--- src/rtl/hazard_fwd_unit.sv ---
`default_nettype none
// ============================================================================
// Module   : hazard_fwd_unit
// Purpose  : Tnew/Tuse hazard detection over a shadow pipeline of in-flight
//            destination tags; drives ID stall, ID/EX bypass selects and the
//            mult/div busy interlock.
// Revision : 1.0  initial release
// ============================================================================
module hazard_fwd_unit #(
    parameter int AW      = 5,
    parameter int NUM_SRC = 2,
    parameter int DEPTH   = 3,
    parameter int TW      = 2,
    parameter int MD_LAT  = 5,
    parameter int SELW    = 2
) (
    input  logic                    clk,
    input  logic                    reset,
    input  logic                    id_valid,
    input  logic [NUM_SRC*AW-1:0]   id_src_addr,
    input  logic [NUM_SRC*TW-1:0]   id_src_tuse,
    input  logic                    id_dst_we,
    input  logic [AW-1:0]           id_dst_addr,
    input  logic [TW-1:0]           id_dst_tnew,
    input  logic                    id_md_start,
    input  logic                    id_md_use,
    input  logic                    flush,
    output logic                    stall,
    output logic [NUM_SRC*SELW-1:0] id_fwd_sel,
    output logic [NUM_SRC*SELW-1:0] ex_fwd_sel,
    output logic                    md_busy
);

    localparam int MCW = $clog2(MD_LAT + 1);

    logic [DEPTH:1]        r_valid;
    logic [DEPTH:1]        r_we;
    logic [AW-1:0]         r_addr [1:DEPTH];
    logic [TW-1:0]         r_tnew [1:DEPTH];
    logic [NUM_SRC*AW-1:0] r_src1;
    logic                  r_md1;
    logic [MCW-1:0]        r_md_cnt;

    logic                    w_hazard;
    logic                    w_md_hold;
    logic                    w_stall;
    logic                    w_load;
    logic [SELW-1:0]         w_id_k;
    logic [SELW-1:0]         w_ex_k;
    logic [NUM_SRC*SELW-1:0] w_id_sel;
    logic [NUM_SRC*SELW-1:0] w_ex_sel;

    always_comb begin
        w_hazard = 1'b0;
        w_id_sel = '0;
        w_ex_sel = '0;
        w_id_k   = '0;
        w_ex_k   = '0;
        for (int s = 0; s < NUM_SRC; s++) begin
            w_id_k = '0;
            w_ex_k = '0;
            // Descending scan: the youngest (lowest k) match is the one left standing.
            for (int k = DEPTH; k >= 1; k--) begin
                if (r_valid[k] && r_we[k] && (r_addr[k] != '0)
                        && (r_addr[k] == id_src_addr[s*AW +: AW]))
                    w_id_k = SELW'(k);
                if ((k >= 2) && r_valid[k] && r_we[k] && (r_addr[k] != '0)
                        && (r_addr[k] == r_src1[s*AW +: AW]))
                    w_ex_k = SELW'(k);
            end
            if (w_id_k != '0) begin
                if (r_tnew[w_id_k] > id_src_tuse[s*TW +: TW])
                    w_hazard = 1'b1;
                if (r_tnew[w_id_k] == '0)
                    w_id_sel[s*SELW +: SELW] = w_id_k;
            end
            if (r_valid[1] && (w_ex_k != '0) && (r_tnew[w_ex_k] == '0))
                w_ex_sel[s*SELW +: SELW] = w_ex_k;
        end
    end

    assign w_md_hold = (r_md_cnt != '0) || (r_valid[1] && r_md1);
    assign w_stall   = (id_valid && w_hazard) || (id_md_use && w_md_hold);
    assign w_load    = id_valid && !w_stall && !flush;

    // Outputs are forced quiet while reset is asserted, whatever the shadow holds.
    assign stall      = !reset && w_stall;
    assign md_busy    = !reset && (r_md_cnt != '0);
    assign id_fwd_sel = reset ? '0 : w_id_sel;
    assign ex_fwd_sel = reset ? '0 : w_ex_sel;

    always_ff @(posedge clk) begin
        if (reset) begin
            r_valid  <= '0;
            r_we     <= '0;
            r_src1   <= '0;
            r_md1    <= 1'b0;
            r_md_cnt <= '0;
            for (int k = 1; k <= DEPTH; k++) begin
                r_addr[k] <= '0;
                r_tnew[k] <= '0;
            end
        end else begin
            for (int k = DEPTH; k >= 2; k--) begin
                r_valid[k] <= r_valid[k-1];
                r_we[k]    <= r_we[k-1];
                r_addr[k]  <= r_addr[k-1];
                r_tnew[k]  <= (r_tnew[k-1] == '0) ? '0 : r_tnew[k-1] - 1'b1;
            end
            r_valid[1] <= w_load;
            r_we[1]    <= w_load && id_dst_we;
            r_addr[1]  <= w_load ? id_dst_addr : '0;
            r_tnew[1]  <= w_load ? id_dst_tnew : '0;
            r_src1     <= w_load ? id_src_addr : '0;
            r_md1      <= w_load && id_md_start;

            if (r_valid[1] && r_md1)
                r_md_cnt <= MCW'(MD_LAT);
            else if (r_md_cnt != '0)
                r_md_cnt <= r_md_cnt - 1'b1;
        end
    end

endmodule
`default_nettype wire

--- config.mk ---
export PLATFORM = sky130hd
export DESIGN_NAME = hazard_fwd_unit
export DESIGN_NICKNAME = d
export VERILOG_FILES = /design/src/rtl/hazard_fwd_unit.sv
export SDC_FILE = /design/constraint.sdc
export NUM_CORES = 1
export LEC_CHECK = 0
export CAP_MARGIN = 20
export CORE_MARGIN = 8
export CORE_UTILIZATION = 48
export DETAILED_ROUTE_END_ITERATION = 10
export GPL_TIMING_DRIVEN = 0
export PLACE_DENSITY_LB_ADDON = 0.25
export SLEW_MARGIN = 20
export SYNTH_ARGS = -nofsm -noshare
export SYNTH_HDL_FRONTEND = slang
export SYNTH_SLANG_ARGS = --single-unit
--- constraint.sdc ---
create_clock -name clk -period 3.4 [get_ports clk]
set_input_delay 0.68 -clock clk [delete_from_list [all_inputs] [get_ports clk]]
set_output_delay 0.68 -clock clk [all_outputs]
set_load 0.05 [all_outputs]
# ---- Word-level counts from Yosys, hierarchy flattened
# Memories as Yosys holds them, arrays and structs flattened.
# Cells that the tools add are included.
dict set report totals {
  inputBits 28
  memories 2
  mem_bits_ro 0
  elab_cells 118
  ramBits 21
  output_inout_bits 10
  regBits 20
  latch_bits 0
}
# memory words word_bits read_ports rd_ports_with_merged_regs write_ports line_no
set mem_list {}
lappend mem_list {r_addr 3 5 3 0 3 38} ;# logic [AW-1:0] r_addr [1:DEPTH];
lappend mem_list {r_tnew 3 2 6 0 3 39} ;# logic [TW-1:0] r_tnew [1:DEPTH];
dict set report classes {
  shifts 0
  magnitude_cmp 2
  bitwise 7
  n_reduce_logical 51
  muxes 37
  eq_ne 10
  add_sub_neg 3
  mul 0
  n_div 0
}
# operator n
set op_table {}
lappend op_table {{$eq 5x5->1} 10}
lappend op_table {{$mux 2} 22}
lappend op_table {{$logic_and 1x1->1} 29}
lappend op_table {{$mux 5} 4}
lappend op_table {{$reduce_bool 5->1} 3}
lappend op_table {{$logic_not 2->1} 6}
lappend op_table {{$reduce_bool 2->1} 5}
lappend op_table {{$mux 4} 2}
lappend op_table {{$mux 1} 7}
lappend op_table {{$mux 3} 2}
lappend op_table {{$or 1x1->1} 6}
lappend op_table {{$gt 2x2->1} 2}
lappend op_table {{$reduce_or 2->1} 2}
lappend op_table {{$sub 2x1->2 const B} 2}
lappend op_table {{$logic_not 1->1} 3}
lappend op_table {{$reduce_bool 3->1} 1}
lappend op_table {{$sub 3x1->3 const B} 1}
lappend op_table {{$logic_or 1x1->1} 2}
lappend op_table {{$not 1->1} 1}

# ---- Depth between registers and ports, before layout
# Gate-level depths: netlist (run 1).
# An unclocked memory read counts as a cell.
dict set report depth {
  depth_word 19
  ltp_mapped 14
  ltp_nobuf 12
}

# ---- Worst setup path after synthesis (run 1)
# No wires, ideal clock.
dict set report synth_timing {
  path_type {input to output}
  start {input port id_src_addr[5]}
  end {output port stall}
  path_slack_ns -0.731
  t_required_ns 2.720
  t_arrival_ns 3.451
  cell_stages 13
  path_buffers 1
  path_cell_list {xnor2_1 -> nand3_1 -> or4_1 -> buf_6 -> a21boi_4 -> o221ai_1 -> inv_1 -> ha_1 -> nand2_1 -> o21ai_0 -> a31oi_1 -> o21ai_0 -> a21oi_1}
}
dict set report synth_via {
  elab_chain_len 12
  elab_cells_between_ends 17
  cone_classes {order compare: 1; eq/ne: 3; mux: 5; reduce/logical: 7; memory: 1}
}
# element line_no
set synth_lines {}
lappend synth_lines {{from (decl)} 20} ;# input logic [NUM_SRC*AW-1:0] id_src_addr,
lappend synth_lines {{$eq 5x5->1} 65} ;# && (r_addr[k] == id_src_addr[s*AW +: AW]))
lappend synth_lines {{$logic_and 1x1->1} 65}
lappend synth_lines {{$mux 2 (2 in a row)} 64} ;# if (r_valid[k] && r_we[k] && (r_addr[k] != '0)
lappend synth_lines {{$mux 2 (*)} 64}
lappend synth_lines {{$mem_v2 3x2} -}
lappend synth_lines {{$gt 2x2->1} 72} ;# if (r_tnew[w_id_k] > id_src_tuse[s*TW +: TW])
lappend synth_lines {{$mux 1} 72}
lappend synth_lines {{$mux 1 (*)} 71} ;# if (w_id_k != '0) begin
lappend synth_lines {{$logic_and 1x1->1 (*)} 83} ;# assign w_stall = (id_valid && w_hazard) || (id_md_use && w_md_hold);
lappend synth_lines {{$logic_or 1x1->1 (*)} 83}
lappend synth_lines {{$logic_and 1x1->1 (*)} 87} ;# assign stall = !reset && w_stall;
lappend synth_lines {{to (decl)} 28} ;# output logic stall,
# Every way passes the cells marked *; elsewhere a longest branch is shown, timed or not.

# ---- Worst setup path after layout (run 1)
dict set report layout_timing {
  start {input port id_src_addr[0]}
  end {output port stall}
}
dict set report layout_via {
  elab_chain_len 14
  elab_cells_between_ends 19
  cone_classes {order compare: 1; eq/ne: 3; mux: 7; reduce/logical: 7; memory: 1}
}
# element line_no
set layout_lines {}
lappend layout_lines {{$eq 5x5->1} 65}
lappend layout_lines {{$logic_and 1x1->1} 65}
lappend layout_lines {{$mux 2 (2 in a row)} 64}
lappend layout_lines {{$mux 2 (*)} 64}
lappend layout_lines {{$mem_v2 3x2} -}
lappend layout_lines {{$gt 2x2->1} 72}
lappend layout_lines {{$mux 1} 72}
lappend layout_lines {{$mux 1 (*)} 71}
lappend layout_lines {{$mux 1} 72}
lappend layout_lines {{$mux 1 (*)} 71}
lappend layout_lines {{$logic_and 1x1->1 (*)} 83}
lappend layout_lines {{$logic_or 1x1->1 (*)} 83}
lappend layout_lines {{$logic_and 1x1->1 (*)} 87}
# Marks and branches as above.

==> results.yml, run 1 <==
run_status:
  status: "complete, but fails checks"
  violations: "setup timing"
floorplanning:
  die_area_um2: 7260
  ios: 38
  rows: 25
  die_w_um: 85.2
  start_util: 0.493
  die_h_um: 85.2
  core_um2: 4660
timing:
  max_slew_margin: 0.606
  slew_viol_final: 0
  worstMarginPinSlew_ns: 0.591
  holdWs_ns: 0.425
  final_hold_viol_count: 0
  fmax_ghz: 0.262
  setup_viol: 5
  fin_crit_sh: 1.12
  tns_ns: -0.781
  rsz0062_at_grt: "yes"
  clock_skew_ns: 0.00247
  setup_slack_ns: -0.420
  period_needed_ns: 3.82
cts:
  numCtsBuffers: 5
  cts_hold_buffers: 0
  clockRootBuffer: "clkbuf_8"
  path_clk_slew_ns: 0.07
  clockBufferDepth: 2
  tritoncts: "yes"
  insertion_delay_ns: 0.29
  htree_num_levels: 2
  clkSinkCount: 41
routing:
  first_pass_iters: 4
  viasPerCell: 5.21
  drtAntennaViolNets: 0
  drc: 0
  drt_iter0_markers: 64
  avgRoutedWirePerCell_um: 15.9
  vias: 1898
  drt_wl_total_um: 5780
pwr:
  finalPower_mw: 1.14
  leakagePower_nw: 1.38
  vdd_drop_max_mv: 0.338
  cellPowerDensity_nw_per_um2: 350
synthesis:
  ys_seq_area_frac: 0.357
  synth_top_cell_area_share: 0.357
  synth_compound_gate_area_share: 0.0942
  syn_nets: 285
  yosys.area_share.simple: 0.250
  synth-xor-area-share: 0.194
  syn-cell-area_um2: 2300
  ys_warn_count: 0
  ys_types: 36
  synth-seq-cells: 41
  synth_top_family_by_area: "simple AND/OR/NAND/NOR gates"
  synth_mux_area_frac: 0.00435
  yosysTopAreaCell: "dfxtp_1"
  synth_area_leaders: "dfxtp_1, xor2_1, xnor2_1"
  synth_fa_ha_area_frac: 0.0435
  synth_cells: 249
  syn_area_per_cell_um2: 9.23
critical_path:
  cp.required_ns: 2.72
  endpoint_kind: "output port"
  path_class: "in -> out"
  startpoint_type: "primary input"
  crit_fanout: 4
  arrival_ns: 3.14
  regToRegSetupSlack_ns: 0.34
cells_and_area:
  drive_above_1_share: 0.348
  fin_cells: 364
  final_cell_area_um2: 3270
  multi_input_area_um2: 1660
  nNetsFinal: 345
  final_cell_mix: "dfxtp_1, buf_4, xor2_1"
  nFillCells: 361
  register_area_um2: 831
  fin_util: 0.701
  final_common_cell: "dfxtp_1"
  diodes: 0
  syn2layout_area_growth_pct: 42.1
grt:
  grtUsageMet1: 0.179
  antenna_found_initial: 0
  grt_use_met3: 0.0425
  gr-total-overflow: 0
  first_global_vias: 1910
  use_met2: 0.281
  gr-max-usage-layer: "met2"
  grt_pass1_wl_um: 9120
  grt_max_degree: 12
  grt.total_usage: 0.159
placed_design:
  portBuffers: 36
  dp.cells: 339
  routabilityCongestion: 0.811
  dpl_cell_area_um2: 2800
  post-dp-hpwl_um: 4100
  pre_cts_slack_ns: -1.74
job:
  drv_cap: 0
worst_hold_path:
  hp-class: "reg -> reg"
## flip-flops by register name, indices dropped and copies added, names as in the netlist
signal,cells
r_md_cnt,3
r_valid,3
r_src1,10
r_md1,1
r_we,3
r_tnew,6
r_addr,15
## layout make-up
class,count,area share
Sequential cell,41,0.254
Buffer,9,0.0191
Multi-Input combinational cell,180,0.508
Clock buffer,8,0.0245
Inverter,11,0.0126
Timing Repair Buffer,61,0.161
Tap cell,54,0.0207
## power by group
part           switching [mW]  leakage (nW)  total (mW)  internal (mW)
sequential             0.0259         0.336       0.539          0.513
combinational           0.155          1.00       0.305          0.150
clock                   0.155        0.0395       0.301          0.146
## layer usage
| metal | vias to the layer above | wire length, um |
|---|---|---|
| met3 | 12 | 275 |
| li1 | 952 | - |
| met5 | - | 0 |
| met2 | 45 | 2930 |
| met1 | 889 | 2470 |
| met4 | 0 | 97 |
## worst max-delay path, stage by stage
cell and delay (ns):
buf_2 0.14, xnor2_2 0.17, nand3_2 0.10, or4_4 0.54, a21boi_4 0.26, o221ai_4 0.16, ha_4 0.28, nor2b_4 0.13
o21ai_2 0.07, a31oi_4 0.19, o21ai_2 0.11, a21oi_4 0.12, buf_6 0.17
## final timing paths
kind | from | to | cells after the start
max | id_src_addr[0] | stall | 13
min | r_tnew[1][0] | r_tnew[2][0] | 1
max reg2reg | r_addr[0][11] | r_src1[6] | 13
min reg2reg | r_tnew[1][0] | r_tnew[2][0] | 1
## synthesized netlist by cell type (all sizes together)
master    n
a2111oi   3
a21boi    2
a21oi     5
a31oi     2
and2     20
and3      2
buf      11
clkbuf    6
dfxtp    41
ha        8
inv      11
mux2i     1
nand2     9
nand2b    4
nand3    13
nand4     2
nor2      6
nor2b    16
nor3     11
nor4      2
nor4b     2
o211ai    2
o21ai     4
o221ai    4
o311a     1
or3       4
or4       6
xnor2    23
xor2     28
## kinds of logic (layout without fill, tap and decap cells)
family          after synthesis  after routing
compound gates               23             23
fa+ha+maj                     8              8
xor+xnor                     51             51
buf+inv                      28             89
flops                        41             41
simple gates                 97             97
mux                           1              1
## what timing repair did
item	in CTS	in global routing
endpoints found under the setup margin	29	7
resized for setup	112	47
pin swaps	21	23
buffers inserted	14	11
Note: power is estimated with default switching activity, not from simulation.
==> run 2: changes to the inputs <==
- TNS_END_PERCENT: not set -> 20
==> run 2 against run 1 <==
The run still ends with setup timing left. Via count decreased by 0.53%. Non-clock buffer count is 4 lower. Register-to-register slack lost 0.12 ns. Sequential share of layout area rose by 0.48 points. Routed wire length increased by 0.31%. Global-route usage up 0.58 points. Setup slack lost 0.028 ns. Worst hold slack improved by 0.0029 ns. First-iteration DRC count rose by 11%. Power rose by 1.5%. Flip-flop and latch count is the same. Critical path type unchanged. Largest cell class unchanged.
==> results.yml, run 2 (synthesis gave the netlist of run 1 again) <==
cells_and_area:
  final_common_cell: "dfxtp_1"
  drive_above_1_share: 0.318
  regMostFlops: "r_addr"
  reg_top3: "r_addr x15, r_src1 x10, r_tnew x6"
  largest_reg_flops: 15
  fin_cells: 359
  nNetsFinal: 341
  diodes: 0
  nFillCells: 361
  final_cell_mix: "dfxtp_1, xor2_1, buf_4"
  syn2layout_area_growth_pct: 39.1
  fin_util: 0.686
  final_cell_area_um2: 3200
routing:
  drt_wl_total_um: 5800
  drt_iter0_markers: 71
  vias: 1888
  avgRoutedWirePerCell_um: 16.2
  drc: 0
  drtAntennaViolNets: 0
  first_pass_iters: 4
  viasPerCell: 5.26
job:
  drv_cap: 0
timing:
  rsz0062_at_grt: "yes"
  setup_slack_ns: -0.448
  worstMarginPinSlew_ns: 0.596
  tns_ns: -0.717
  setup_viol: 5
  period_needed_ns: 3.85
  holdWs_ns: 0.428
  final_hold_viol_count: 0
  fin_crit_sh: 1.13
  fmax_ghz: 0.260
  slew_viol_final: 0
  max_slew_margin: 0.603
  clock_skew_ns: 0.00885
floorplanning:
  rows: 25
  ios: 38
  core_um2: 4660
  start_util: 0.493
  die_h_um: 85.2
  die_w_um: 85.2
  die_area_um2: 7260
pwr:
  clkPwrFrac: 0.273
  leakagePower_nw: 1.37
  vdd_drop_max_mv: 0.277
  power.switching_mw: 0.335
  cellPowerDensity_nw_per_um2: 363
  p_seq_frac: 0.463
  combinationalPowerShare: 0.264
  p_int_mw: 0.827
  swShare: 0.288
  finalPower_mw: 1.16
cts:
  clockRootBuffer: "clkbuf_8"
  cts_hold_buffers: 0
  htree_num_levels: 2
  insertion_delay_ns: 0.29
  clockBufferDepth: 2
  tritoncts: "yes"
  path_clk_slew_ns: 0.08
  clkSinkCount: 41
  numCtsBuffers: 5
critical_path:
  critPathMaxStageDelay_ns: 0.60
  path_class: "in -> out"
  slowest_stage: "or4_4"
  crit_fanout: 4
  critPathLaunch: "id_src_addr[4]"
  startpoint_type: "primary input"
  r2r-start: "r_addr[0][19]"
  regToRegSetupSlack_ns: 0.22
  rr_worst_depth: 14
  cp.required_ns: 2.72
  endpoint_kind: "output port"
  arrival_ns: 3.17
  r2r-end: "r_src1[7]"
  cp_cell_sequence: "buf_6, xnor2_1, nand3_1, or4_4, a21boi_4, o221ai_4, ha_4, nor2b_4, o21ai_2, a31oi_4, o21ai_2, a21oi_4, buf_6"
run_status:
  status: "complete, but fails checks"
  violations: "setup timing"
grt:
  antenna_found_initial: 0
  grt_max_degree: 12
  gr-total-overflow: 0
  first_global_vias: 1946
  grt_pass1_wl_um: 9500
  grt.total_usage: 0.165
placed_design:
  pre_cts_slack_ns: -1.74
  dp.cells: 339
  portBuffers: 36
  dpl_cell_area_um2: 2790
  post-dp-hpwl_um: 4050
  routabilityCongestion: 0.814
worst_hold_path:
  worstHoldPathCells: 1
  hp-class: "reg -> reg"
  min_to: "r_tnew[2][0]"
  hold_path.startpoint: "r_tnew[1][0]"
## run 2: cell types whose count changed in the layout (fill, tap and decap cells not counted), sizes merged
cell / previous run / this run
buf: 48 / 41
dlygate4sd2: 1 / 2
clkbuf: 11 / 12
## run 2: worst max-delay path by stage
stage / slack (ns) / to / depth (start not counted)
after global placement: -1.73 / stall / 13
after detailed placement: -1.74 / stall / 13
after CTS: -0.48 / stall / 15
after floorplan: -0.19 / id_fwd_sel[0] / 6
after global routing: -0.57 / stall / 13
final: -0.45 / stall / 13
## run 2: timing repair
action / 4_1_cts / 5_1_grt
setup buffers: 12 / 5
endpoints found under the setup margin: 29 / 7
gates resized for setup: 117 / 29
pin swaps: 23 / 16
## run 2: final cells by class
type,instances,area (um2),area share
Clock buffer,7,86.3,0.0270
Buffer,13,86.3,0.0270
Sequential cell,41,828,0.259
Tap cell,54,67.6,0.0211
Multi-Input combinational cell,180,1610,0.505
Inverter,11,41.3,0.0129
Timing Repair Buffer,53,473,0.148
## run 2: routing by layer
metal,track usage,wire (um),part of all wire
met5,0,0,0
met4,0.0615,129,0.022
met3,0.0396,224,0.039
met2,0.276,2960,0.51
met1,0.200,2480,0.43
## run 2: worst max-delay path, delay by kind of cell
| family | cells | cell delay [ns] |
|---|---|---|
| AO/OA/AOI/OAI | 6 | 0.90 |
| AND/OR/NAND/NOR | 3 | 0.85 |
| buffers and inverters | 2 | 0.29 |
| adder cells (fa/ha/maj) | 1 | 0.29 |
| XOR/XNOR | 1 | 0.15 |
## run 2: power by group through the flow
stage                     Combinational, mW  Sequential (mW)  Clock (mW)
after detailed placement              0.276            0.546           0
after global placement                0.267            0.545           0
after CTS                             0.294            0.536       0.323
after floorplan                       0.189            0.541           0
final                                 0.307            0.537       0.317
after global routing                  0.345            0.541       0.347
==> run 3: changes to the inputs <==
- CORE_MARGIN: 8 -> not set
==> run 3 against run 2 <==
Critical path type unchanged. Power is 7.6% higher. Highest routed layer unchanged. The run ends with DRC, setup timing left. First-iteration DRC count is 63% higher. Sequential power hardly changed. Critical endpoint unchanged. Via count is 1.6% higher. Routed wire length is 3.6% lower. Clock power is 27% higher. Register-to-register slack worse by 0.14 ns. Critical path depth stayed put. Sequential share of layout area is 0.72 points lower. Cell count is 0.84% lower. Setup slack better by 0.019 ns. Flip-flop and latch count stayed put.
==> results.yml, run 3 (synthesis gave the netlist of run 1 again) <==
run_status:
  status: "complete, but fails checks"
  violations: "DRC, setup timing"
placed_design:
  pre_cts_slack_ns: -1.68
  dpl_cell_area_um2: 2790
  post-dp-hpwl_um: 3890
  routabilityCongestion: 0.846
  portBuffers: 36
grt:
  use_met2: 0.412
  grt_use_met3: 0.0442
  grt.total_usage: 0.228
  gr-total-overflow: 0
  first_global_vias: 1900
  antenna_found_initial: 0
  grt_pass1_wl_um: 8910
  grtUsageMet1: 0.278
  gr-max-usage-layer: "met2"
  grt_max_degree: 13
floorplanning:
  die_area_um2: 5070
  core_um2: 4470
  die_h_um: 71.2
  die_w_um: 71.2
  rows: 24
  start_util: 0.514
  ios: 38
timing:
  tns_ns: -1.04
  rsz0062_at_grt: "yes"
  final_hold_viol_count: 0
  fmax_ghz: 0.261
  setup_viol: 4
  period_needed_ns: 3.83
  max_slew_margin: 0.575
  slew_viol_final: 0
  worstMarginPinSlew_ns: 0.637
  fin_crit_sh: 1.13
  setup_slack_ns: -0.428
  holdWs_ns: 0.430
  clock_skew_ns: 0.00395
routing:
  drt_iter0_markers: 116
  drtAntennaViolNets: 0
  vias: 1919
  drc: 2
  drt_wl_total_um: 5590
  first_pass_iters: 7
  viasPerCell: 5.39
  avgRoutedWirePerCell_um: 15.7
cells_and_area:
  diodes: 0
  largest_reg_flops: 15
  syn2layout_area_growth_pct: 43.5
  final_cell_area_um2: 3300
  final_cell_mix: "dfxtp_1, xor2_1, and2_1"
  drive_above_1_share: 0.329
  nNetsFinal: 339
  final_common_cell: "dfxtp_1"
  reg_top3: "r_addr x15, r_src1 x10, r_tnew x6"
  regMostFlops: "r_addr"
critical_path:
  critPathMaxStageDelay_ns: 0.59
  crit_fanout: 4
  startpoint_type: "primary input"
  path_class: "in -> out"
  cp_cell_sequence: "buf_6, xnor2_2, nand3_1, or4_4, a21boi_4, o221ai_4, ha_4, nor2b_4, o21ai_2, a31oi_2, o21ai_2, a21oi_4, buf_6"
  arrival_ns: 3.15
  endpoint_kind: "output port"
  cp.required_ns: 2.72
  slowest_stage: "or4_4"
pwr:
  leakagePower_nw: 1.40
  cellPowerDensity_nw_per_um2: 379
  vdd_drop_max_mv: 0.355
cts:
  clkSinkCount: 41
  clockRootBuffer: "clkbuf_8"
  path_clk_slew_ns: 0.07
  insertion_delay_ns: 0.29
  tritoncts: "yes"
  clockBufferDepth: 2
  htree_num_levels: 2
  cts_hold_buffers: 0
  numCtsBuffers: 5
worst_hold_path:
  hp-class: "reg -> reg"
job:
  drv_cap: 0
==> run 3: cell types whose count changed in the layout (fill, tap and decap cells not counted), moves of 2 or more <==
| cell | delta |
|---|---|
| a2111oi_4 | +2 |
| dfxtp_1 | -2 |
| buf_4 | -9 |
| buf_8 | +2 |
| buf_6 | +8 |
| dfxtp_2 | +2 |
| a2111oi_2 | -2 |
| xnor2_1 | -2 |
==> run 3: path summary, 6_finish.rpt <==
path	startpoint	to	slack (ns)	cells after the start
worst max register to register	r_addr[0][17]	r_src1[1]	0.08	15
worst max-delay path	id_src_addr[1]	stall	-0.43	13
worst min register to register	r_tnew[1][0]	r_tnew[2][0]	0.43	1
worst min-delay path	r_tnew[1][0]	r_tnew[2][0]	0.43	1
==> run 3: worst max-delay path, delay by kind of cell <==
family,cells,cell delay [ns]
AO/OA/AOI/OAI,6,0.91
AND/OR/NAND/NOR,3,0.85
adder cells (fa/ha/maj),1,0.29
buffers and inverters,2,0.28
XOR/XNOR,1,0.13
==> run 3: area by class of cell <==
type / instances / area, um2
buffer: 10 / 76.3
clock buffer: 7 / 86.3
clock inverter: 1 / 30.0
fill: 320 / 1180
inverter: 11 / 41.3
multi-input combinational: 180 / 1660
sequential: 41 / 831
tap: 52 / 65.1
timing repair buffer: 54 / 507
==> run 3: report_power, final <==
part / leakage, nW / internal, mW / total (mW) / switching (mW)
Sequential: 0.336 / 0.513 / 0.540 / 0.0267
Combinational: 1.00 / 0.155 / 0.308 / 0.153
Clock: 0.0585 / 0.239 / 0.402 / 0.163
==> run 3: what timing repair did <==
action	CTS	global route
setup endpoints to repair	29	14
setup buffers	8	10
gates resized for setup	105	61
pin swaps	23	26
==> run 3: stage by stage <==
stage               power [mW]  std cells   util
detailed placement       0.817        337  0.623
global route              1.31        356  0.737
CTS                       1.22        350  0.674
global placement         0.809        337  0.623
finish                    1.25        356  0.737
floorplan                0.731        249      -
==> run 3: metal layers <==
layer | share of wire | wire length (um)
met5 | 0 | 0
met4 | 0.015 | 82
met3 | 0.043 | 239
met2 | 0.51 | 2870
met1 | 0.43 | 2400
